===== config.mk =====
export PLATFORM = sky130hd
export DESIGN_NAME = lc3_control_fsm
export DESIGN_NICKNAME = d
export VERILOG_FILES = /design/src/rtl/lc3_control_fsm.sv
export SDC_FILE = /design/constraint.sdc
export NUM_CORES = 1
export LEC_CHECK = 0
export ABC_AREA = 1
export CAP_MARGIN = 20
export CORE_MARGIN = 2
export CORE_UTILIZATION = 50
export DETAILED_ROUTE_END_ITERATION = 12
export PLACE_DENSITY = 0.8
export SYNTH_ARGS = -nofsm -noshare
export SYNTH_HDL_FRONTEND = slang
export SYNTH_SLANG_ARGS = --single-unit

===== constraint.sdc =====
create_clock -name i_clk -period 4.1 [get_ports i_clk]
set_input_delay 0.82 -clock i_clk [delete_from_list [all_inputs] [get_ports i_clk]]
set_output_delay 0.82 -clock i_clk [all_outputs]
set_load 0.1 [all_outputs]

===== src/rtl/lc3_control_fsm.sv =====
// Multi-cycle LC-3 fetch/decode/execute sequencer. Owns PC, IR, MDR and NZP and drives one shared memory port.
// Outputs are registered from the next state, so every strobe lines up with the state it belongs to.
module lc3_control_fsm #(
  parameter logic [15:0] RESET_PC = 16'h3000
) (
  input  logic        i_clk,
  input  logic        i_rst_n,
  input  logic        i_start,
  input  logic [15:0] i_mem_rdata,
  input  logic        i_mem_ready,
  input  logic [15:0] i_result,
  output logic        o_mem_req,
  output logic        o_mem_we,
  output logic [15:0] o_mem_addr,
  output logic [15:0] o_ir,
  output logic [15:0] o_mdr,
  output logic        o_reg_we,
  output logic        o_reg_sel,
  output logic [1:0]  o_alu_op,
  output logic [15:0] o_pc,
  output logic [2:0]  o_nzp,
  output logic        o_illegal,
  output logic        o_halted,
  output logic [2:0]  o_state
);

  typedef enum logic [2:0] {
    S_IDLE   = 3'd0,
    S_FETCH  = 3'd1,
    S_DECODE = 3'd2,
    S_EXEC   = 3'd3,
    S_MEM    = 3'd4,
    S_WB     = 3'd5,
    S_HALT   = 3'd6
  } state_t;

  localparam logic [3:0] OP_BR   = 4'b0000;
  localparam logic [3:0] OP_ADD  = 4'b0001;
  localparam logic [3:0] OP_LD   = 4'b0010;
  localparam logic [3:0] OP_ST   = 4'b0011;
  localparam logic [3:0] OP_AND  = 4'b0101;
  localparam logic [3:0] OP_NOT  = 4'b1001;
  localparam logic [3:0] OP_HALT = 4'b1111;

  state_t      state;
  state_t      state_n;
  logic [15:0] pc_n;
  logic [15:0] ea;
  logic [3:0]  op;
  logic        is_alu;

  function automatic logic [2:0] flags(input logic [15:0] v);
    if (v[15])          return 3'b100;
    else if (v == 16'h0) return 3'b010;
    else                return 3'b001;
  endfunction

  function automatic logic legal_op(input logic [3:0] opc);
    case (opc)
      OP_BR, OP_ADD, OP_LD, OP_ST, OP_AND, OP_NOT, OP_HALT: return 1'b1;
      default:                                              return 1'b0;
    endcase
  endfunction

  function automatic logic [1:0] alu_sel(input logic [3:0] opc);
    case (opc)
      OP_ADD:  return 2'b00;
      OP_AND:  return 2'b01;
      OP_NOT:  return 2'b10;
      default: return 2'b11;
    endcase
  endfunction

  assign op      = o_ir[15:12];
  assign is_alu  = (op == OP_ADD) || (op == OP_AND) || (op == OP_NOT);
  // pc has already been incremented by the time ir is decoded
  assign ea      = o_pc + {{7{o_ir[8]}}, o_ir[8:0]};
  assign o_state = state;

  always_comb begin
    state_n = state;
    pc_n    = o_pc;
    case (state)
      S_IDLE:  if (i_start) state_n = S_FETCH;
      S_FETCH: begin
        if (i_mem_ready) begin
          state_n = S_DECODE;
          pc_n    = o_pc + 16'd1;
        end
      end
      S_DECODE: begin
        case (op)
          OP_ADD, OP_AND, OP_NOT, OP_BR: state_n = S_EXEC;
          OP_LD, OP_ST:                  state_n = S_MEM;
          OP_HALT:                       state_n = S_HALT;
          default:                       state_n = S_FETCH;
        endcase
      end
      S_EXEC: begin
        state_n = S_FETCH;
        if ((op == OP_BR) && ((o_ir[11:9] & o_nzp) != 3'b000)) pc_n = ea;
      end
      S_MEM:   if (i_mem_ready) state_n = (op == OP_LD) ? S_WB : S_FETCH;
      S_WB:    state_n = S_FETCH;
      S_HALT:  state_n = S_HALT;
      default: state_n = S_IDLE;
    endcase
  end

  always_ff @(posedge i_clk or negedge i_rst_n) begin
    if (!i_rst_n) begin
      state      <= S_IDLE;
      o_pc       <= RESET_PC;
      o_ir       <= 16'h0;
      o_mdr      <= 16'h0;
      o_nzp      <= 3'b010;
      o_mem_req  <= 1'b0;
      o_mem_we   <= 1'b0;
      o_mem_addr <= RESET_PC;
      o_reg_we   <= 1'b0;
      o_reg_sel  <= 1'b0;
      o_alu_op   <= 2'b11;
      o_illegal  <= 1'b0;
      o_halted   <= 1'b0;
    end else begin
      state <= state_n;
      o_pc  <= pc_n;
      if (state == S_FETCH && i_mem_ready) o_ir <= i_mem_rdata;
      if (state == S_MEM && i_mem_ready && op == OP_LD) o_mdr <= i_mem_rdata;
      if ((state == S_EXEC && is_alu) || state == S_WB) o_nzp <= flags(i_result);

      // Memory port: address and direction are set on entry and stay put until ready
      o_mem_req  <= (state_n == S_FETCH) || (state_n == S_MEM);
      o_mem_we   <= (state_n == S_MEM) && (op == OP_ST);
      o_mem_addr <= (state_n == S_MEM) ? ea : pc_n;

      o_reg_we   <= ((state_n == S_EXEC) && is_alu) || (state_n == S_WB);
      o_reg_sel  <= (state_n == S_WB);
      o_alu_op   <= (state_n == S_EXEC) ? alu_sel(op) : 2'b11;
      o_illegal  <= (state == S_FETCH) && i_mem_ready && !legal_op(i_mem_rdata[15:12]);
      o_halted   <= (state_n == S_HALT);
    end
  end

endmodule


Word-level counts from Yosys, hierarchy flattened
Cells that the tools add are included.
{ "totals": {"reg_bits": 78, "inputBits": 36, "out_inout_bits": 78, "elab_cells": 77} }
{ "classes": {"add_sub_neg": 2, "n_eq_ne": 23, "muxes": 15, "bitwise_logic": 1, "n_reduce_logical": 23} }
{ "ops": {"columns": ["operator", "n"], "rows": [
  ["2-to-1 mux 16 bit", 3],
  ["one-hot mux 16 bit (2 select lines)", 1],
  ["equality test 3 bit (second input constant)", 6],
  ["one-hot mux 3 bit (6 select lines)", 1],
  ["adder 16 x 1 -> 16 bit (second input constant)", 1],
  ["adder 16 bit", 1],
  ["equality test 4 x 2 -> 1 bit (second input constant)", 4],
  ["equality test 4 bit (second input constant)", 4],
  ["logical NOT 16 bit", 1],
  ["2-to-1 mux 3 bit", 5],
  ["equality test 3 x 2 -> 1 bit (second input constant)", 3],
  ["one-hot mux 3 bit (3 select lines)", 1],
  ["equality test 4 x 1 -> 1 bit (second input constant)", 2],
  ["equality test 4 x 3 -> 1 bit (second input constant)", 2],
  ["logical AND 1 bit", 8],
  ["logical NOT 4 bit", 2],
  ["OR reduction 7 bit", 1],
  ["equality test 3 x 1 -> 1 bit (second input constant)", 2],
  ["one-hot mux 2 bit (3 select lines)", 1],
  ["logical OR 1 bit", 5],
  ["2-to-1 mux 2 bit", 2],
  ["OR reduction 2 bit", 2],
  ["OR reduction 4 bit", 1],
  ["AND 3 bit", 1],
  ["other kinds (4)", 4]
]} }

Longest topological paths before layout
{ "logic_depth": {"word_depth": 7, "mapped_depth": 14, "mapped_depth_nobuf": 14} }

Worst setup path after synthesis
Ideal clock, no wire load.
{ "synth_timing": {"kind": "reg-to-reg", "startpoint": "register o_pc[0]", "endpoint": "register o_mem_addr[14]", "setup_time_ps": 117, "arrival_time_ps": 2292, "path_slack_ps": 1691, "stages_incl_launch_ff": 13, "cell_sequence": "dfrtp_1 > ha_1 > fa_1 > nand2_1 > nand2_1 > nand3_1 > nand2_1 > nand2_1 > nand3_1 > nand3_1 > nand3_1 > nand2_1 > nand2_1"} }
{ "synth_between": {"elab_chain_cells": 4, "word_cells_on_any_way": 6, "classes_between": "2 x add/sub; 4 x mux"} }
{ "synth_rtl": {"columns": ["element", "line", "source"], "rows": [
  ["start, declared", "20", "output logic [15:0] o_pc,"],
  ["start signal, assigned", "127", "o_pc <= pc_n;"],
  ["adder 16 bit or adder 16 x 1 -> 16 bit (tied branches)", "77, 88", null],
  ["2-to-1 mux 16 bit, on equally long branches", "101, 86", null],
  ["one-hot mux 16 bit (2 select lines) *", "83", "case (state)"],
  ["net pc_n[14]", "47", "logic [15:0] pc_n;"],
  ["2-to-1 mux 16 bit *", "135", "o_mem_addr <= (state_n == S_MEM) ? ea : pc_n;"],
  ["end signal, assigned", "135", null],
  ["end, declared", "14", "output logic [15:0] o_mem_addr,"]
]} }
Mark *: on every way through the listed nets, which the timed path passes. The rest lies on a longest branch.
A chain may end at the register's enable or synchronous reset.

Worst setup path after layout
{ "layout_timing": {"startpoint": "register o_ir[8]", "endpoint": "output o_ir[8]"} }
{ "layout_lines": {"columns": ["element", "line", "source"], "rows": [
  ["start, declared", "15", "output logic [15:0] o_ir,"],
  ["start signal, assigned", "128", "if (state == S_FETCH && i_mem_ready) o_ir <= i_mem_rdata;"]
]} }
No word-level cell between the ends.

==> run summary <==
Max Clock Skew = 0.0174 ns
Critical path buffers and inverters = 1
Final Max Slew Viols = 0
Hold Path Depth = 2
main area contributors after synthesis = dfrtp_1, nand2_1, nand3_1
# DRC = 0
Primary FF master, synth = dfrtp_1
Core Area = 0.00915 sq mm
PostCTS Resize Cnt = 0
kind of critical path = reg2out
clk_lat worst skew = 0.36 ns
R2R setup slack = 1.77 ns
Mean Syn Cell Area = 7.44 sq um
Hold Crit Class = reg2reg
Critical Path RT = 3.28 ns
delay-heaviest family, CP = buffers and inverters
GPL Wtd Cong = 1.00
CP arrival = 2.29 ns
CP max stage delay = 1.24 ns
total gr overflow = 0
all-layer global routing usage = 0.262
R2R depth = 12
ys async rst share = 1.00
sequential area share after synthesis = 0.418
share of the synthesized area in the top cell type = 0.379
Cell variety after synth = 44
Critical Path, Cell by Cell = clkdlybuf4s50_1
postcts setup bufs = 0
achievable frequency = 322 MHz
final wirelength = 12700 um
die height = 101 um
slew at the pin with the worst max-slew slack = 1.02 ns
number of buffers added on ports = 113
Final min period = 3.11 ns
IO Pins = 114
Via Count = 4590
Nets = 797
Critical Path Sink Type = output pin
pre-CTS setup slack = 1.17 ns
crit path max-delay cell type = clkdlybuf4s50_1
register bit total from synthesis = 78
clk root buf = clkbuf_8
Post-Synthesis Cells = 631
DP HPWL = 9580 um
min-delay src = o_nzp[1]$_DFFE_PN1P_
ant diodes = 0
tightest hold margin = 0.495 ns
hold buffer count at cts = 0
most numerous cell in the Yosys netlist = nand2_1
outcome = finished, final reports clean
slew margin rel. = 0.321
Post-synth top cells = nand2_1, dfrtp_1, inv_1, nand3_1, nor2_1
sink of the worst hold path = o_nzp[1]$_DFFE_PN1P_
Final Setup Violations = 0
Crit Path Max Fanout = 10
share of post-route cells with drive strength above 1 = 0.0774
vias in the first global route = 4570
Final Hold Fails = 0
initial antenna violation count = 0
fin crit share = 0.758
CP startpoint kind = register
site row count = 35
Initial Utilization = 0.513
first-pass GRT wire length = 21100 um
Die ar. = 0.0102 sq mm
RSZ-0062 raised after global routing = no
largest net degree at the start of global routing = 79
TritonRoute pass-1 iters = 7
clk buf depth = 2
Final ANT Viol Nets = 0
Fin Setup TNS = 0 ns
Max Cap Viol = 0
Final WS setup = 0.990 ns
Post-synth EDFFs = 0
Die W = 101 um
Inserted Clock Buffers = 9
post-DR vias/cell = 5.34
TritonCTS clock tree = yes
H-tree Lvls = 3
clock sinks = 78
DR iter-0 viols = 270
CTS clk-pin slew, worst paths = 0.08 ns
R2R Path Start = o_ir[8]$_DFFE_PN0P_
wire per inst = 14.8 um
Syn Nets = 684
reg2reg end = o_mem_addr[13]$_DFF_PN1_
area grow syn2layout = 30.1%
Synth Cell Area = 0.00469 sq mm
Ys Warns = 0
cell accounting for the most synthesized area = dfrtp_1
==> metal layers <==
metal	global-route usage	routed length, um	part of all wire
met1	0.331	5240	0.41
met2	0.442	6140	0.48
met3	0.0589	1050	0.083
met4	0.0906	269	0.021
met5	0	0	0
==> through the flow <==
step	instance area [sq um]	cells	util
after floorplan	4690	631	-
after global placement	5900	844	0.644
after global routing	6100	860	0.667
after detailed placement	5900	844	0.644
final	6100	860	0.667
after CTS	6100	860	0.667
==> logic make-up (layout without fill, tap and decap cells) <==
group                    after synthesis  count (layout)  synth area share
AND/OR/NAND/NOR                      364             364             0.333
buffers and inverters                 88             206            0.0781
flip-flops                            78              78             0.418
AO/OA/AOI/OAI                         63              63            0.0773
adder cells (fa/ha/maj)               17              17            0.0469
multiplexers                          14              14            0.0336
XOR/XNOR                               7               7            0.0131
==> worst max-delay path by stage <==
stage / endpoint / startpoint / cells past startpoint
after global routing: o_ir[8] / o_ir[8]$_DFFE_PN0P_ / 1
after detailed placement: o_mem_addr[15]$_DFF_PN0_ / i_mem_ready / 9
after floorplan: o_mem_addr[14]$_DFF_PN0_ / o_pc[0]$_DFF_PN0_ / 12
final: o_ir[8] / o_ir[8]$_DFFE_PN0P_ / 1
after CTS: o_ir[8] / o_ir[8]$_DFFE_PN0P_ / 1
after global placement: o_mem_addr[15]$_DFF_PN0_ / i_mem_ready / 9
==> worst min-delay path, delay by kind of cell, from the launching register on <==
kind,cells,cell delay (ns)
DFF,1,0.39
and+or+nand+nor,2,0.11
==> flip-flops by register name (all words and copies together), names as in the netlist <==
| name | flops |
|---|---|
| o_reg_sel | 1 |
| o_nzp | 3 |
| o_ir | 16 |
| o_alu_op | 2 |
| o_mem_we | 1 |
| o_mem_req | 1 |
| o_state | 3 |
| o_reg_we | 1 |
| o_mem_addr | 16 |
| o_illegal | 1 |
| o_halted | 1 |
| o_mdr | 16 |
| o_pc | 16 |
==> placed cells by master (no fill, tap or decap), drive strengths merged, types with 2 or more instances in the layout <==
master         synthesis  final
nand4                  6      6
a31oi                  2      2
dfstp                  7      7
nor4                   4      4
a21boi                 6      6
o211ai                 4      4
mux2                  14     14
clkdlybuf4s50          0    112
xnor2                  2      2
a21oi                 20     20
nand3b                 2      2
nor3                   9      9
inv                   76     77
a22oi                  2      2
nand2                240    240
o21ai                 26     26
xor2                   5      5
nand3                 57     57
buf                   10      2
dfrtp                 71     71
clkinvlp               0      2
ha                    16     16
nor2                  43     43
clkbuf                 2     12
==> area by class of cell <==
type	instances	area [sq um]
clock buffer	12	155
clock inverter	4	53.8
fill	787	3050
inverter	76	290
multi-input combinational	465	2370
sequential	78	1960
tap	111	139
timing repair buffer	114	1140
Power is not shown: default switching activity piles up to over one toggle a cycle in this logic, so the estimate is an artifact.
